File: src/rtl/ens_vote_argmax.sv
// Ensemble vote: accumulates NUM_ENS signed class-score vectors, then scans for the
// highest summed score (lowest index on ties) and holds the result until it is taken.
module ens_vote_argmax #(
  parameter  int NUM_ENS     = 3,
  parameter  int NUM_CLASSES = 10,
  parameter  int SCORE_BITS  = 2,
  localparam int ACC_BITS    = SCORE_BITS + $clog2(NUM_ENS),
  localparam int CLS_BITS    = $clog2(NUM_CLASSES)
) (
  input  logic                                clk,
  input  logic                                rst,
  input  logic                                in_valid,
  output logic                                in_ready,
  input  logic [NUM_CLASSES*SCORE_BITS-1:0]   in_scores,
  output logic                                out_valid,
  input  logic                                out_ready,
  output logic [CLS_BITS-1:0]                 out_class,
  output logic signed [ACC_BITS-1:0]          out_score
);

  localparam int CNT_W = (NUM_ENS > 1) ? $clog2(NUM_ENS) : 1;

  typedef enum logic [1:0] {ACCUM, SCAN, OUT} state_t;

  state_t                     state_q, state_d;
  logic [CNT_W-1:0]           cnt_q;
  logic [CLS_BITS-1:0]        idx_p1;
  logic signed [ACC_BITS-1:0] acc_p0 [NUM_CLASSES];
  logic signed [ACC_BITS-1:0] best_p1;
  logic [CLS_BITS-1:0]        best_idx_p1;

  logic                       accept, beat_last, scan_last, out_fire, gt;
  logic signed [ACC_BITS-1:0] cur;

  function automatic logic signed [ACC_BITS-1:0] sext(input logic [SCORE_BITS-1:0] s);
    logic signed [SCORE_BITS-1:0] ss;
    ss = s;
    return ACC_BITS'(ss);
  endfunction

  always_comb begin
    accept    = in_valid && in_ready;
    beat_last = (cnt_q == CNT_W'(NUM_ENS - 1));
    scan_last = (idx_p1 == CLS_BITS'(NUM_CLASSES - 1));
    out_fire  = out_valid && out_ready;
    cur       = acc_p0[idx_p1];
    gt        = (cur > best_p1);
    state_d   = state_q;
    case (state_q)
      ACCUM:   if (accept && beat_last) state_d = SCAN;
      SCAN:    if (scan_last)           state_d = OUT;
      OUT:     if (out_fire)            state_d = ACCUM;
      default:                          state_d = ACCUM;
    endcase
  end

  // p0: per-class accumulation; p1: sequential argmax; output registers hold the result
  always_ff @(posedge clk) begin
    if (rst) begin
      state_q   <= ACCUM;
      cnt_q     <= '0;
      idx_p1    <= '0;
      in_ready  <= 1'b0;
      out_valid <= 1'b0;
      out_class <= '0;
      out_score <= '0;
      for (int c = 0; c < NUM_CLASSES; c++) acc_p0[c] <= '0;
    end else begin
      state_q  <= state_d;
      in_ready <= (state_d == ACCUM);
      case (state_q)
        ACCUM: begin
          if (accept) begin
            for (int c = 0; c < NUM_CLASSES; c++)
              acc_p0[c] <= acc_p0[c] + sext(in_scores[c*SCORE_BITS +: SCORE_BITS]);
            cnt_q  <= beat_last ? '0 : cnt_q + CNT_W'(1);
            idx_p1 <= '0;
          end
        end
        SCAN: begin
          idx_p1 <= scan_last ? '0 : idx_p1 + CLS_BITS'(1);
          if (scan_last) begin
            out_valid <= 1'b1;
            out_class <= gt ? idx_p1 : best_idx_p1;
            out_score <= gt ? cur : best_p1;
          end
        end
        OUT: begin
          if (out_fire) begin
            out_valid <= 1'b0;
            for (int c = 0; c < NUM_CLASSES; c++) acc_p0[c] <= '0;
          end
        end
        default: ;
      endcase
    end
  end

  // strict compare keeps the earliest index on ties
  always_ff @(posedge clk) begin
    if (state_q == SCAN && (idx_p1 == '0 || gt)) begin
      best_p1     <= cur;
      best_idx_p1 <= idx_p1;
    end
  end

endmodule

File: config.mk
export PLATFORM = sky130hd
export DESIGN_NAME = ens_vote_argmax
export DESIGN_NICKNAME = d
export VERILOG_FILES = /design/src/rtl/ens_vote_argmax.sv
export SDC_FILE = /design/constraint.sdc
export NUM_CORES = 1
export LEC_CHECK = 0
export ABC_CLOCK_PERIOD_IN_PS = 4910
export BUFFER_PORTS_ARGS = -buffer_cell sky130_fd_sc_hd__buf_2
export CORE_MARGIN = 1.5
export CORE_UTILIZATION = 65
export CTS_CLUSTER_SIZE = 28
export DETAILED_ROUTE_END_ITERATION = 10
export GPL_ROUTABILITY_DRIVEN = 0
export PLACE_DENSITY = 0.86
export SYNTH_ARGS = -nofsm -noshare
export SYNTH_HDL_FRONTEND = slang
export SYNTH_SLANG_ARGS = --single-unit
File: constraint.sdc
create_clock -name clk -period 4.91 [get_ports clk]
set_input_delay 0.982 -clock clk [delete_from_list [all_inputs] [get_ports clk]]
set_output_delay 0.982 -clock clk [all_outputs]
set_load 0.05 [all_outputs]
==> qor.yml, run 1 <==
status: "completed"
cts_resized: 0
die_h_um: 82.6
grtUsageTotal: 0.261
hpwl_um: 6050
reg2reg_setup_slack_ns: 1.07
crit_arrival_ns: 3.82
grt_pass1_vias: 2750
post-synth-top-area-cell: "edfxtp_1"
final.setup_skew_ns: 0.00522
firstDrtPassIters: 5
synth_cells: 373
grt_setup_unrepaired: "false"
synth.ff_latch_count: 70
cts_tree: "done"
max_freq_mhz: 260
cts.sinks: 70
yosys.area.top_type_share: 0.350
cts-root-buf: "clkbuf_8"
holdPathStages: 2
maxCapViolations: 0
synth_area_um2: 4120
p_leak_nw: 1.88
routed_wl_um: 8130
synth_edf_count: 48
die_area_um2: 6820
drtIter0Drc: 157
placed_area_um2: 4330
num_antenna_cells: 0
syn_avg_cell_area_um2: 11.0
ctsHoldBuffers: 0
grt_antenna_before_repair: 0
vias_per_cell: 5.79
period_minus_slack_ns: 3.84
grt_max_degree: 37
hold_violations: 0
peakVddDrop_v: 0.000214
cts_buffer_depth: 2
setup-tns-final_ns: 0
final_layout_size_suffix_gt1_frac: 0.150
fp.dieW_um: 82.6
std_cell_rows: 28
powerDensity_nw_per_um2: 288
synth_common_cells: "nor2_1, edfxtp_1, inv_1"
reg2reg_depth: 8
post-cts-setup-buffers: 0
numPortBuffers: 33
min_period_over_period: 0.783
async_reset_ff_frac: 0
ys_seq_area_frac: 0.457
cts_max_level: 3
synth_cell_types: 38
slew_headroom: 0.320
numCtsBuffers: 9
grt_overflow_total: 0
whs_endpoint: "out_class[2]"
coreArea_um2: 6030
ioPinCount: 34
fin_nets: 480
setup_viol: 0
cp_max_fo: 21
timing.rr.end: "best_idx_p1[1]"
cp-start-kind: "flop"
required_ns: 4.88
hold_start: "out_class[2]"
slew_violations: 0
ys_warn_count: 0
cts.clk_slew.worst_paths_ns: 0.07
grt_pass1_wl_um: 12700
areaGrowthSynthToFinish_pct: 9.88
stdcell_area_um2: 4520
nFillCells: 427
drtAntennaViolNets: 0
syn-num-nets: 444
drc_errors: 0
synthTopCellsByArea: "edfxtp_1, ha_1, dfxtp_1, nor2_1, fa_1"
start_util: 0.683
clock_latency_ns: 0.34
synthFlopType: "edfxtp_1"
end_kind: "flop"
synth_most_common_cell: "nor2_1"
hold_path.class: "flop to flop"
criticalPathCategory: "flop to flop"
routedWlPerCell_um: 16.6
vias: 2833
tightest_slew_ns: 1.02
==> flip-flops by register name (all words and copies together) (netlist names), named ones only <==
register     flops
out_class        4
best_p1          4
best_idx_p1      4
in_ready         1
cnt_q            2
acc_p0          40
idx_p1           4
out_score        4
out_valid        1
state_q          2
==> per-layer routing <==
metal / routed length (um) / vias to the layer above / track usage
li1: - / 1369 / -
met1: 3580 / 1374 / 0.333
met2: 4030 / 78 / 0.435
met3: 360 / 12 / 0.0451
met4: 158 / 0 / 0.118
met5: 0 / - / 0
==> cell type report <==
class / instances / area, um^2 / area share
inverters: 38 / 143 / 0.0315
flip-flops and latches: 70 / 1880 / 0.416
multi-input cells: 256 / 2040 / 0.452
repair buffers: 34 / 173 / 0.0382
clock inverters: 5 / 36.3 / 0.00802
well taps: 75 / 93.8 / 0.0207
clock buffers: 11 / 153 / 0.0337
==> critical path: stages, from the launching register on <==
cell and delay (ns):
dfxtp_1 1.00, mux2i_1 0.20, mux4_2 0.51, o21ai_0 0.28, ha_1 0.19, nor2b_1 0.16
o21ai_0 0.14, a31o_2 0.32, a21oi_1 0.66
==> logic make-up (layout without fill, tap and decap cells) <==
group                    Yosys count  count (layout)  share of synthesized area
AND/OR/NAND/NOR                  105             105                      0.120
AO/OA/AOI/OAI                     49              49                     0.0778
flip-flops                        70              70                      0.457
adder cells (fa/ha/maj)           47              47                      0.161
multiplexers                      25              25                     0.0736
XOR/XNOR                          30              30                     0.0638
buffers and inverters             47              88                     0.0465
==> power by group <==
group	switching (mW)	leakage (nW)	total, mW	internal, mW
Combinational	0.0991	1.10	0.179	0.0796
Sequential	0.0226	0.684	0.681	0.659
Clock	0.224	0.101	0.443	0.219
Total	0.346	1.88	1.30	0.957
==> through the flow <==
stage	setup slack, ns	util	power (mW)	hold slack [ns]	instances
2_1_floorplan	2.08	-	0.814	0.476	373
3_3_place_gp	1.35	0.719	0.856	0.440	473
3_5_place_dp	1.16	0.719	0.871	0.462	473
4_1_cts	1.15	0.751	1.31	0.473	489
5_1_grt	0.789	0.751	1.35	0.493	489
6_report	1.07	0.751	1.30	0.479	489
==> worst max path at each step <==
stage | to | slack, ns | depth (start not counted)
3_3_place_gp | best_p1[1] | 1.35 | 8
3_5_place_dp | best_p1[3] | 1.16 | 8
4_1_cts | best_p1[1] | 1.15 | 8
2_1_floorplan | best_idx_p1[0] | 2.08 | 9
5_1_grt | best_p1[3] | 0.79 | 8
6_report | best_idx_p1[1] | 1.07 | 8
==> cell usage in the layout, fill, tap and decap left out, drive strengths merged, types with 10 or more instances in the layout <==
master / synthesis / layout
mux2i: 19 / 19
nor2: 54 / 54
buf: 3 / 34
xor2: 10 / 10
nand2: 15 / 15
a21oi: 18 / 18
edfxtp: 48 / 48
dfxtp: 22 / 22
clkbuf: 6 / 11
and2: 10 / 10
xnor2: 20 / 20
inv: 38 / 43
a21o: 10 / 10
fa: 10 / 10
ha: 37 / 37
(Power assumes the default switching activity.)
==> run 2: changes to the inputs <==
ABC_CLOCK_PERIOD_IN_PS = 3500   (was 4910)
CORE_UTILIZATION = 54   (was 65)
PLACE_DENSITY = 0.76   (was 0.86)
clock period = 3.5 ns   (was 4.91 ns; I/O delays follow)
==> run 2 against run 1 <==
Effect of this change:
- global-route usage decreased by 5.3 points
- setup slack got worse by 0.76 ns
- clock power increased by 57%
- sequential cell count unchanged
- die area increased by 20%
- register-to-register slack got worse by 0.76 ns
- via count decreased by 3.1%
- non-clock buffer count increased by 2
- first-iteration DRC count decreased by 20%
- sequential share of layout area decreased by 0.69 points
- critical path type unchanged
- critical endpoint is now best_p1[1]
- highest routed layer unchanged
==> qor.yml, run 2 (synthesis gave the netlist of run 1 again) <==
design_power_total_mw: 1.89  # +45%
tightest_slew_ns: 0.975  # -0.0446 ns
drtIter0Drc: 125  # -20%
fin_nets: 482  # +0.42%
hpwl_um: 5760  # -4.9%
setup-tns-final_ns: 0  # unchanged
grt_pass1_wl_um: 13200  # +3.5%
fp.dieW_um: 90.3  # +9.4%
drc_errors: 0  # unchanged
p_comb_frac: 0.129  # -0.008
drtAntennaViolNets: 0  # unchanged
crit_arrival_ns: 3.26  # -0.56 ns
post-cts-setup-buffers: 0  # unchanged
peakVddDrop_v: 0.000240  # +12%
final_cell_mix: "nor2_1, edfxtp_1, inv_1, ha_1, buf_2"
slew_headroom: 0.347  # +0.0271
crit_chain: "buf_4, mux2i_1, mux4_2, o21ai_0, ha_1, nand4_1, o21ai_0, a31o_2, a21oi_1, buf_4"
sw_frac_of_total: 0.259  # -0.00617
start_util: 0.562  # -0.122
regMostFlops: "acc_p0"
maxCapViolations: 0  # unchanged
std_cell_rows: 31  # +11%
period_minus_slack_ns: 3.20  # -0.646 ns
firstDrtPassIters: 5  # unchanged
hold_violations: 0  # unchanged
final_util: 0.627  # -0.123
ctsHoldBuffers: 0  # unchanged
die_area_um2: 8160  # +20%
reg2reg_setup_slack_ns: 0.30  # -0.76 ns
cts.clk_slew.worst_paths_ns: 0.08  # about the same
coreArea_um2: 7330  # +22%
required_ns: 3.57  # -1.31 ns
hold_path.class: "flop to flop"
grt_pass1_vias: 2726  # -0.87%
slew_violations: 0  # unchanged
end_kind: "flop"
numCtsBuffers: 9  # unchanged
seqPwrFrac: 0.503  # -0.020
vias: 2745  # -3.1%
timing.rr.end: "best_p1[1]"
max_freq_mhz: 313  # +20%
switchingPower_mw: 0.491  # +42%
status: "completed"
grtUsageTotal: 0.209  # -0.0526
final.setup_skew_ns: 0.00891  # +0.00369 ns
cts_tree: "done"
cts_max_level: 3  # unchanged
routedWlPerCell_um: 15.2  # -8.8%
criticalPathCategory: "flop to flop"
cts.sinks: 70  # unchanged
critical_path.max_stage_delay_ns: 0.50  # -0.50 ns
cts-root-buf: "clkbuf_8"
grt_max_degree: 37  # unchanged
num_antenna_cells: 0  # unchanged
setup_viol: 0  # unchanged
pwr-share-clk: 0.368  # +0.028
vias_per_cell: 5.33  # -8.0%
crit_path_end: "best_p1[1]"
cp-start-kind: "flop"
ioPinCount: 34  # unchanged
reg2reg_depth: 10  # +2
grt_antenna_before_repair: 0  # unchanged
p_int_mw: 1.40  # +47%
powerDensity_nw_per_um2: 412  # +43%
routed_wl_um: 7810  # -3.9%
final_layout_size_suffix_gt1_frac: 0.156  # +0.00649
cp_max_fo: 21  # unchanged
clock_latency_ns: 0.35  # about the same
grt_setup_unrepaired: "false"
die_h_um: 90.3  # +9.4%
largest_register_ffs: 40  # unchanged
cp_slowest_cell: "mux4_2"
p_leak_nw: 1.91  # +1.3%
cts_resized: 0  # unchanged
cts_buffer_depth: 2  # unchanged
numPortBuffers: 33  # unchanged
min_period_over_period: 0.914  # +0.131
grt_overflow_total: 0  # unchanged
holdWs_ns: 0.462  # -0.0175 ns
final_common_cell: "nor2_1"
areaGrowthSynthToFinish_pct: 11.7
-- run 2: routing by layer --
| metal | GRT usage | part of all wire | up-vias |
|---|---|---|---|
| met5 | 0 | 0 | - |
| met4 | 0.0873 | 0.018 | 0 |
| met3 | 0.0354 | 0.030 | 11 |
| met2 | 0.345 | 0.49 | 52 |
| met1 | 0.271 | 0.47 | 1309 |
| li1 | - | - | 1373 |
-- run 2: power groups by stage --
stage | sequential (mW) | clock [mW] | combinational (mW)
after global routing | 0.958 | 0.733 | 0.280
after global placement | 0.974 | 0 | 0.230
after detailed placement | 0.972 | 0 | 0.244
after CTS | 0.954 | 0.709 | 0.247
after floorplan | 0.961 | 0 | 0.181
final | 0.954 | 0.697 | 0.244
-- run 2: worst min-delay path by stage --
stage                      start              to  slack (ns)  cells past startpoint
floorplan              idx_p1[3]  best_idx_p1[3]        0.48                      0
global placement    out_class[2]    out_class[2]        0.44                      2
detailed placement  out_class[2]    out_class[2]        0.45                      2
CTS                 out_class[2]    out_class[2]        0.46                      2
global route        out_class[2]    out_class[2]        0.50                      2
finish              out_class[2]    out_class[2]        0.46                      2
-- run 2: final cells by class --
class / count / area [um^2]
clock buffer: 12 / 188
clock inverter: 4 / 32.5
fill: 599 / 2730
inverter: 38 / 143
multi-input combinational: 256 / 2040
sequential: 70 / 1880
tap: 99 / 124
timing repair buffer: 36 / 188
-- run 2: through the flow --
step | setup slack (ns) | cell area, um^2 | cells
2_1_floorplan | 0.668 | 4120 | 373
3_3_place_gp | 0.456 | 4380 | 499
3_5_place_dp | 0.347 | 4380 | 499
4_1_cts | 0.344 | 4600 | 515
5_1_grt | 0.149 | 4600 | 515
6_report | 0.302 | 4600 | 515
-- run 2: worst max-delay path, delay by kind of cell, from the launching register on --
family | cells | cell delay, ns
AO/OA/AOI/OAI | 4 | 1.03
multiplexers | 2 | 0.63
buffers and inverters | 2 | 0.53
adder cells (fa/ha/maj) | 1 | 0.32
flip-flops | 1 | 0.31
AND/OR/NAND/NOR | 1 | 0.10
